File: src/rtl/bmf_sweep_pkg.sv
// Shared types and helpers for the BMF partition error-evaluation sweep.
package bmf_sweep_pkg;

  // Sequencer states: idle, stepping through vectors, and one drain cycle.
  typedef enum logic [1:0] {
    ST_IDLE  = 2'd0,
    ST_SWEEP = 2'd1,
    ST_DRAIN = 2'd2
  } state_t;

  // Number of bits needed to hold a Hamming weight of 0..no.
  function automatic int hw_width(input int no);
    return $clog2(no + 32'sd1);
  endfunction

endpackage

File: src/rtl/bmf_popcount.sv
// Combinational Hamming weight of one partition diff vector.
module bmf_popcount import bmf_sweep_pkg::*; #(
  parameter  int NO = 13,
  localparam int HW = hw_width(NO)
) (
  input  logic [NO-1:0] diff,
  output logic [HW-1:0] weight
);

  // Add up the set bits of the diff vector.
  always_comb begin
    weight = '0;
    for (int i = 0; i < NO; i++) begin
      weight = weight + HW'(diff[i]);
    end
  end

endmodule

File: src/rtl/bmf_partition_sweep.sv
// Exhaustive sweep of an NI-input partition: drives every input vector to the
// approximate and exact netlists, registers their XOR difference, and
// accumulates error count, Hamming-distance sum/max and a per-bit error mask.
module bmf_partition_sweep import bmf_sweep_pkg::*; #(
  parameter  int NI = 11,
  parameter  int NO = 13,
  localparam int HW = hw_width(NO)
) (
  input  logic             clk,
  input  logic             rst_n,
  input  logic             start,
  input  logic             abort,
  output logic [NI-1:0]    vec_o,
  input  logic [NO-1:0]    appx_out,
  input  logic [NO-1:0]    exact_out,
  output logic             busy,
  output logic             done,
  output logic [NI:0]      err_cnt,
  output logic [NI+HW-1:0] hd_sum,
  output logic [HW-1:0]    hd_max,
  output logic [NO-1:0]    err_mask
);

  state_t             state_r;
  logic [NI-1:0]      vec_r;
  logic [NO-1:0]      diff_r;
  logic               valid_r;
  logic               busy_r;
  logic               done_r;
  logic [NI:0]        err_cnt_r;
  logic [NI+HW-1:0]   hd_sum_r;
  logic [HW-1:0]      hd_max_r;
  logic [NO-1:0]      err_mask_r;

  logic [HW-1:0]      weight_s;
  logic               start_ok_s;
  logic               acc_en_s;
  logic               vec_last_s;

  // A start is only honoured when idle and not cancelled in the same cycle.
  assign start_ok_s = (state_r == ST_IDLE) && start && !abort;
  // Abort suppresses the accumulate that would otherwise happen on its edge.
  assign acc_en_s   = valid_r && !abort;
  assign vec_last_s = &vec_r;

  bmf_popcount #(.NO(NO)) u_popcount (
    .diff   (diff_r),
    .weight (weight_s)
  );

  // Sequencer: stimulus counter, stage-1 diff register, busy/done flags.
  always_ff @(posedge clk) begin
    if (!rst_n) begin
      state_r <= ST_IDLE;
      vec_r   <= '0;
      diff_r  <= '0;
      valid_r <= 1'b0;
      busy_r  <= 1'b0;
      done_r  <= 1'b0;
    end else begin
      done_r <= 1'b0;
      case (state_r)
        ST_IDLE: begin
          if (start_ok_s) begin
            state_r <= ST_SWEEP;
            vec_r   <= '0;
            valid_r <= 1'b0;
            busy_r  <= 1'b1;
          end
        end
        ST_SWEEP: begin
          if (abort) begin
            state_r <= ST_IDLE;
            valid_r <= 1'b0;
            busy_r  <= 1'b0;
          end else begin
            diff_r  <= appx_out ^ exact_out;
            valid_r <= 1'b1;
            vec_r   <= vec_r + NI'(1);
            if (vec_last_s) begin
              state_r <= ST_DRAIN;
            end
          end
        end
        ST_DRAIN: begin
          state_r <= ST_IDLE;
          valid_r <= 1'b0;
          busy_r  <= 1'b0;
          done_r  <= !abort;
        end
        default: begin
          state_r <= ST_IDLE;
          valid_r <= 1'b0;
          busy_r  <= 1'b0;
        end
      endcase
    end
  end

  // Stage 2: fold the registered diff into the running statistics.
  always_ff @(posedge clk) begin
    if (!rst_n) begin
      err_cnt_r  <= '0;
      hd_sum_r   <= '0;
      hd_max_r   <= '0;
      err_mask_r <= '0;
    end else if (start_ok_s) begin
      err_cnt_r  <= '0;
      hd_sum_r   <= '0;
      hd_max_r   <= '0;
      err_mask_r <= '0;
    end else if (acc_en_s) begin
      err_cnt_r  <= err_cnt_r + (NI+1)'(|diff_r);
      hd_sum_r   <= hd_sum_r + (NI+HW)'(weight_s);
      hd_max_r   <= (weight_s > hd_max_r) ? weight_s : hd_max_r;
      err_mask_r <= err_mask_r | diff_r;
    end
  end

  assign vec_o    = vec_r;
  assign busy     = busy_r;
  assign done     = done_r;
  assign err_cnt  = err_cnt_r;
  assign hd_sum   = hd_sum_r;
  assign hd_max   = hd_max_r;
  assign err_mask = err_mask_r;

endmodule

File: config.mk
export PLATFORM = sky130hd
export DESIGN_NAME = bmf_partition_sweep
export DESIGN_NICKNAME = d
export VERILOG_FILES = /design/src/rtl/bmf_sweep_pkg.sv /design/src/rtl/bmf_popcount.sv /design/src/rtl/bmf_partition_sweep.sv
export SDC_FILE = /design/constraint.sdc
export NUM_CORES = 1
export LEC_CHECK = 0
export CORE_MARGIN = 3
export CORE_UTILIZATION = 35
export CTS_CLUSTER_DIAMETER = 120
export DETAILED_ROUTE_END_ITERATION = 10
export SYNTH_ARGS = -nofsm -noshare
export SYNTH_HDL_FRONTEND = slang
export SYNTH_SLANG_ARGS = --single-unit
File: constraint.sdc
create_clock -name clk -period 5.9 [get_ports clk]
set_input_delay 0.59 -clock clk [delete_from_list [all_inputs] [get_ports clk]]
set_output_delay 0.59 -clock clk [all_outputs]
set_load 0.05 [all_outputs]
==> reports/summary.txt <==
status: completed
reg2reg end: hd_sum[11]$_SDFFE_PP0P_
Final Skew: 0.0120 ns
clk_lat worst skew: 0.35 ns
Max Fanout on Critical Path: 10
CTS tree: built
vias in the first global route: 3126
DIE HEIGHT: 109 um
CP required: 6.16 ns
layout cells sized above 1: 5.63%
drt total wl: 8.58 mm
# Max-Cap Violations: 0
Setup CP Type: flop to flop
Initial Utilization: 36.9%
cts bufs inserted: 9
commonest non-fill, non-tap cell in the layout: clkdlybuf4s50_1
Fin. Hold Viols: 0
WL per Instance: 13.6 um
main combinational cell family by area after synthesis: simple AND/OR/NAND/NOR gates
worst r2r src: diff_r[1]$_SDFFE_PN0P_
Synth Area in Compound Gates: 13.9%
max incr delay on CP: 0.52 ns
TNS Setup: 0 ns
hold path depth: 2
reg2reg path depth: 17
CTS root buf: clkbuf_8
Max VDD drop: 0.116 mV
f_max: 202 MHz
Setup Buffers After CTS: 0
GRT overflow: 0
sequential standard cell area: 1460 um2
flops & latches, synth: 73
top_reg_cell synth: dfxtp_1
Post-Syn Nets: 467
hpwl dp: 6.29 mm
Port Buffer Count: 86
Post-synth EDFFs: 0
# nets final: 549
max_slew headroom: 31.6%
row count: 36
commonest cells after routing, fill and taps aside: clkdlybuf4s50_1, dfxtp_1, nor2_1
num ports: 87
Synth Warn #: 0
Post-Synth Simple-Gate Area: 21.6%
DRT antenna net count: 0
CTS max path bufs: 2
clk slew on worst S/H paths: 0.08 ns
DRT Pass-1 Iters: 4
post-synthesis mux area share: 1.63%
CP startpoint: diff_r[1]$_SDFFE_PN0P_
Worst-Margin Slew: 1.02 ns
diode count: 0
first-pass GRT wire length: 14.4 mm
Lkg Pwr: 1.70 nW
Iter 0 DRT Violations: 64
dpl cells: 614
DR vias: 3138
area added between synthesis and finish: 32.1%
H-tree depth: 3
count of pins over their slew limit: 0
Netlist cell types: 50
crit path DAT: 5.23 ns
post-layout minimum cycle time: 4.96 ns
largest net degree at the start of global routing: 48
hold endpoint: err_mask[12]$_SDFFE_PP0P_
Post-synth ARST share: 0%
Cells after Synth: 410
area of the multi-input gates: 2050 um2
most used cell, CP: fa_1
Hold Path Origin: err_mask[12]$_SDFFE_PP0P_
gp weighted congestion: 0.785
Layout Cells excl Fill: 630
CTS sink count: 73
sequential area share after synthesis: 39.6%
total power: 1.08 mW
startpoint types: flop
Setup crit end kind: flop
Die W: 109 um
RSZ-0062 raised after global routing: false
Final setup viols: 0
GRT Total Usage: 15.1%
FILL cells: 973
die area: 11800 um2
Final Cycle Share: 84.1%
Avg Cell Area, Syn: 9.01 um2
Netlist Area Pre-Place: 3690 um2
Final Util: 48.8%
cts hold-fix bufs: 0
post-synthesis xor/xnor area fraction: 7.59%
reg-to-reg slack, setup: 0.94 ns
adder-cell share of the synthesized area: 10.8%
Power Dens Cells: 222 nW/um2
post-cts sizing count: 0
initial antenna violation count: 0
worst path cell trace: inv_1 > ha_1 > inv_1 > fa_1 > fa_1 > fa_1 > fa_1 > inv_1 > ha_1 > inv_1 > fa_1 > xnor2_1 > ha_1 > o21a_1 > a21oi_2 > or4_1 > a21oi_1
area of the core: 10000 um2
DRC viols: 0
Hold Crit Class: flop to flop
slowest CP cell: or4_1
Avg Vias per Cell: 4.98
where the power goes:
part / switching (mW) / leakage (nW) / total, mW / internal (mW)
clock: 0.199 / 0.115 / 0.452 / 0.254
sequential: 0.00726 / 0.589 / 0.505 / 0.498
combinational: 0.0672 / 0.995 / 0.126 / 0.0589
total: 0.273 / 1.70 / 1.08 / 0.811
layer usage:
metal  GRT usage (%)  share of wire, %  up-vias
met1            20.4                48     1453
met4            4.51               1.0        0
met5               0                 0        -
li1                -                 -     1598
met2            23.3                44       79
met3            4.44               6.9        8
registers in the layout, summed over array words and instances, names as in the netlist:
name,count
err_cnt,12
done,1
valid_r,1
hd_sum,15
state_r,2
hd_max,4
vec_o,11
err_mask,13
busy,1
diff_r,13
final cells by class:
type                       instances  share of cell area (%)
tap                              133                    3.41
timing repair buffer              86                    17.6
clock buffer                      11                    2.90
multi-input combinational        293                    42.1
sequential                        73                    30.0
inverter                          29                    2.23
clock inverter                     5                    1.77
synth_stat cells, drive strengths merged, types with 2 or more instances:
library cell / number / share of area [%]
a21o: 2 / 0.41
o311ai: 2 / 0.47
nand4b: 3 / 0.88
xnor2: 27 / 6.4
inv: 29 / 2.9
nand3: 9 / 1.2
fa: 8 / 4.3
nor2b: 2 / 0.34
dfxtp: 73 / 40
a211o: 3 / 0.71
nand2: 29 / 2.9
or3: 9 / 1.7
or4: 5 / 1.0
mux2i: 6 / 1.6
o41ai: 2 / 0.47
o21ai: 5 / 0.68
nor2: 56 / 5.8
and4: 2 / 0.47
buf: 10 / 1.5
nor3b: 3 / 0.61
nand2b: 7 / 1.4
xor2: 5 / 1.2
nor4b: 5 / 1.4
and3: 3 / 0.51
nand4: 8 / 1.4
ha: 19 / 6.4
o31ai: 4 / 0.81
clkbuf: 5 / 0.51
a21oi: 30 / 4.4
nor4: 5 / 1.0
a211oi: 18 / 3.7
nor3: 6 / 0.81
cell families after synthesis:
kind of cell | count (synthesis)
flip-flops | 73
AND/OR/NAND/NOR | 153
AO/OA/AOI/OAI | 75
XOR/XNOR | 32
buffers and inverters | 44
adder cells (fa/ha/maj) | 27
multiplexers | 6
worst max-delay path by stage:
stage                                    to  slack [ns]  cells after the start
detailed placement  hd_sum[11]$_SDFFE_PP0P_        0.97                     17
global route         hd_sum[5]$_SDFFE_PP0P_        0.66                     17
finish              hd_sum[11]$_SDFFE_PP0P_        0.94                     17
CTS                 hd_sum[11]$_SDFFE_PP0P_        0.93                     17
floorplan            hd_sum[8]$_SDFFE_PP0P_        1.24                     16
global placement     hd_sum[8]$_SDFFE_PP0P_        1.11                     16
through the flow:
| stage | hold slack, ns | worst slack, ns | instance area (um2) |
|---|---|---|---|
| floorplan | 0.502 | 1.24 | 3690 |
| global placement | 0.448 | 1.11 | 4650 |
| detailed placement | 0.465 | 0.969 | 4650 |
| CTS | 0.481 | 0.933 | 4880 |
| global route | 0.495 | 0.660 | 4880 |
| finish | 0.476 | 0.938 | 4880 |
worst max-delay path, delay by kind of cell (launching register included):
family | cells | cell delay, ns
AOI/OAI and AO/OA | 3 | 0.45
and+or+nand+nor | 1 | 0.52
adders and majority gates | 8 | 2.96
buffers and inverters | 4 | 0.22
xor gates and xnor gates | 1 | 0.32
DFF | 1 | 0.39
Power figures use the tool's default switching activity.
==> RTL edit: new RTL, same settings <==
Change the parameter `NI` from 11 to 12.
--- a/src/rtl/bmf_partition_sweep.sv
+++ b/src/rtl/bmf_partition_sweep.sv
@@ -4,3 +4,3 @@
 module bmf_partition_sweep import bmf_sweep_pkg::*; #(
-  parameter  int NI = 11,
+  parameter  int NI = 12,
   parameter  int NO = 13,
Ports: changed (resized err_cnt, hd_sum and vec_o); port bits go from 87 to 90. No check against the original RTL was run, so the function may have changed too.
==> RTL edit against the original RTL <==
Setup slack got worse by 230 ps; critical endpoint is now hd_sum[12]$_SDFFE_PP0P_; final area grew 3.1%; sequential cell count rose by 3; synthesized area grew 2.8%; die area rose by 2.6%; clock power down 1%; routed wire length increased by 0.38%; largest power group unchanged; utilization fell by 0.51 points; largest cell class unchanged; via count up 2.1%; power increased by 0.56%.
==> RTL edit: results (changes against the original RTL) <==
vias in the first global route=3,123 (was 3,126); hold slack final=476 ps (about the same); Reg2Reg Depth=16 (was 17); top cells by area, synth=dfxtp_1 (40%), xnor2_1 (6.9%), ha_1 (6.6%), a21oi_1 (4.2%), fa_1 (4.2%) (was dfxtp_1 (40%), ha_1 (6.4%), xnor2_1 (6.4%), nor2_1 (5.6%), fa_1 (4.3%)); max reg flops=16 (was 15); DP Worst Slack=718 ps (was 969 ps); CP peak stage delay=560 ps (was 520 ps); postcts setup bufs=0 (unchanged); largest net degree at the start of global routing=34 (was 48); IO buf count=89 (was 86); Post-synth top cells=dfxtp_1 (76), nor2_1 (42), nand2_1 (40) (was dfxtp_1 (73), nor2_1 (55), inv_1 (29), nand2_1 (29)); post-DP HPWL=6510 um (was 6290 um); Num CTS Buffers=9 (unchanged); Slew @ Worst Pin=957 ps (was 1020 ps); Filler Cell Count=1,006 (was 973); share of cells above drive strength 1=4.64% (was 5.63%); Worst Skew=10.7 ps (was 12.0 ps); Critical Path Fanout Max=5 (was 10); cell family with the largest share of critical-path delay=adder cells (unchanged); Initial DRC Count=126 (was 64); Final GP Congestion=0.762 (was 0.785); WHS Endpoint=err_mask[9]$_SDFFE_PP0P_ (was err_mask[12]$_SDFFE_PP0P_); drt first pass iters=5 (was 4); GRT Resource Usage Total=15.2% (was 15.1%); Reg2Reg Setup Slack=710 ps (was 940 ps); fin nets=570 (was 549); status=complete, no violations (unchanged); Syn. warnings=0 (unchanged); CP max stage cell=fa_1 (was or4_1); worst reg2reg endpoint=hd_sum[12]$_SDFFE_PP0P_ (was hd_sum[11]$_SDFFE_PP0P_); Hold Crit Start=err_mask[9]$_SDFFE_PP0P_ (was err_mask[12]$_SDFFE_PP0P_); vias per inst=4.91 (was 4.98); Worst IR Drop VDD=0.0831 mV (was 0.116 mV); drt total wl=8610 um (was 8580 um); first-pass GRT wire length=14,700 um (was 14,400 um); initial antenna violation count=0 (unchanged); syn_nets=485 (was 467); Seq/Total Area, Yosys=40.1% (was 39.6%); Synth cell types=51 (was 50); Leak Pwr=1.89 nW (was 1.70 nW); worst skew pair latency=350 ps (about the same); r2r startpoint=diff_r[0]$_SDFFE_PN0P_ (was diff_r[1]$_SDFFE_PN0P_)
-- RTL edit: cells by family (layout without fill, tap and decap cells) --
family / Yosys count / count (layout) / share of synthesized area, %
compound gates: 76 / 76 / 13.5
xor+xnor: 35 / 35 / 8.08
fa+ha+maj: 28 / 28 / 10.8
buf+inv: 51 / 141 / 5.14
flops: 76 / 76 / 40.1
mux: 7 / 7 / 1.85
simple gates: 154 / 154 / 20.6
-- RTL edit: layout make-up --
class                           count  share of cell area, %
Sequential cell                    76                   30.3
Timing Repair Buffer               90                   17.9
Inverter                           35                   2.61
Tap cell                          136                   3.38
Clock inverter                      6                   1.74
Multi-Input combinational cell    300                   41.4
Clock buffer                       10                   2.74
-- RTL edit: power breakdown --
part,switching (mW),internal (mW),total [mW]
clock network,0.196,0.250,0.446
logic,0.0618,0.0573,0.119
registers,0.00667,0.518,0.525
total,0.265,0.825,1.09
-- RTL edit: tightest hold or removal path, delay by kind of cell, from the launching register on --
family	cells	cell delay, ps
flops	1	340
simple gates	1	70
compound gates	1	40
-- RTL edit: per-stage QoR --
stage               utilization [%]  area [um2]  instances  total power [mW]
global placement               46.1        4800        637             0.655
CTS                            48.3        5030        653              1.10
finish                         48.3        5030        653              1.09
floorplan                         -        3800        427             0.615
detailed placement             46.1        4800        637             0.658
global route                   48.3        5030        653              1.14
-- RTL edit: how the worst max path moves through the flow --
stage / startpoint / end / slack [ps] / depth (start not counted)
global placement: diff_r[0]$_SDFFE_PN0P_ / hd_sum[14]$_SDFFE_PP0P_ / 850 / 16
finish: diff_r[0]$_SDFFE_PN0P_ / hd_sum[12]$_SDFFE_PP0P_ / 710 / 16
floorplan: diff_r[0]$_SDFFE_PN0P_ / hd_sum[14]$_SDFFE_PP0P_ / 990 / 16
CTS: diff_r[0]$_SDFFE_PN0P_ / hd_sum[12]$_SDFFE_PP0P_ / 700 / 16
detailed placement: diff_r[0]$_SDFFE_PN0P_ / hd_sum[12]$_SDFFE_PP0P_ / 720 / 16
global route: diff_r[1]$_SDFFE_PN0P_ / hd_sum[12]$_SDFFE_PP0P_ / 500 / 16
-- RTL edit: layer usage --
metal	up-vias	track usage, %	routed length (um)
li1	1642	-	-
met1	1469	20.5	4130
met2	83	23.7	3810
met3	9	4.66	605
met4	0	4.22	70
met5	-	0	0
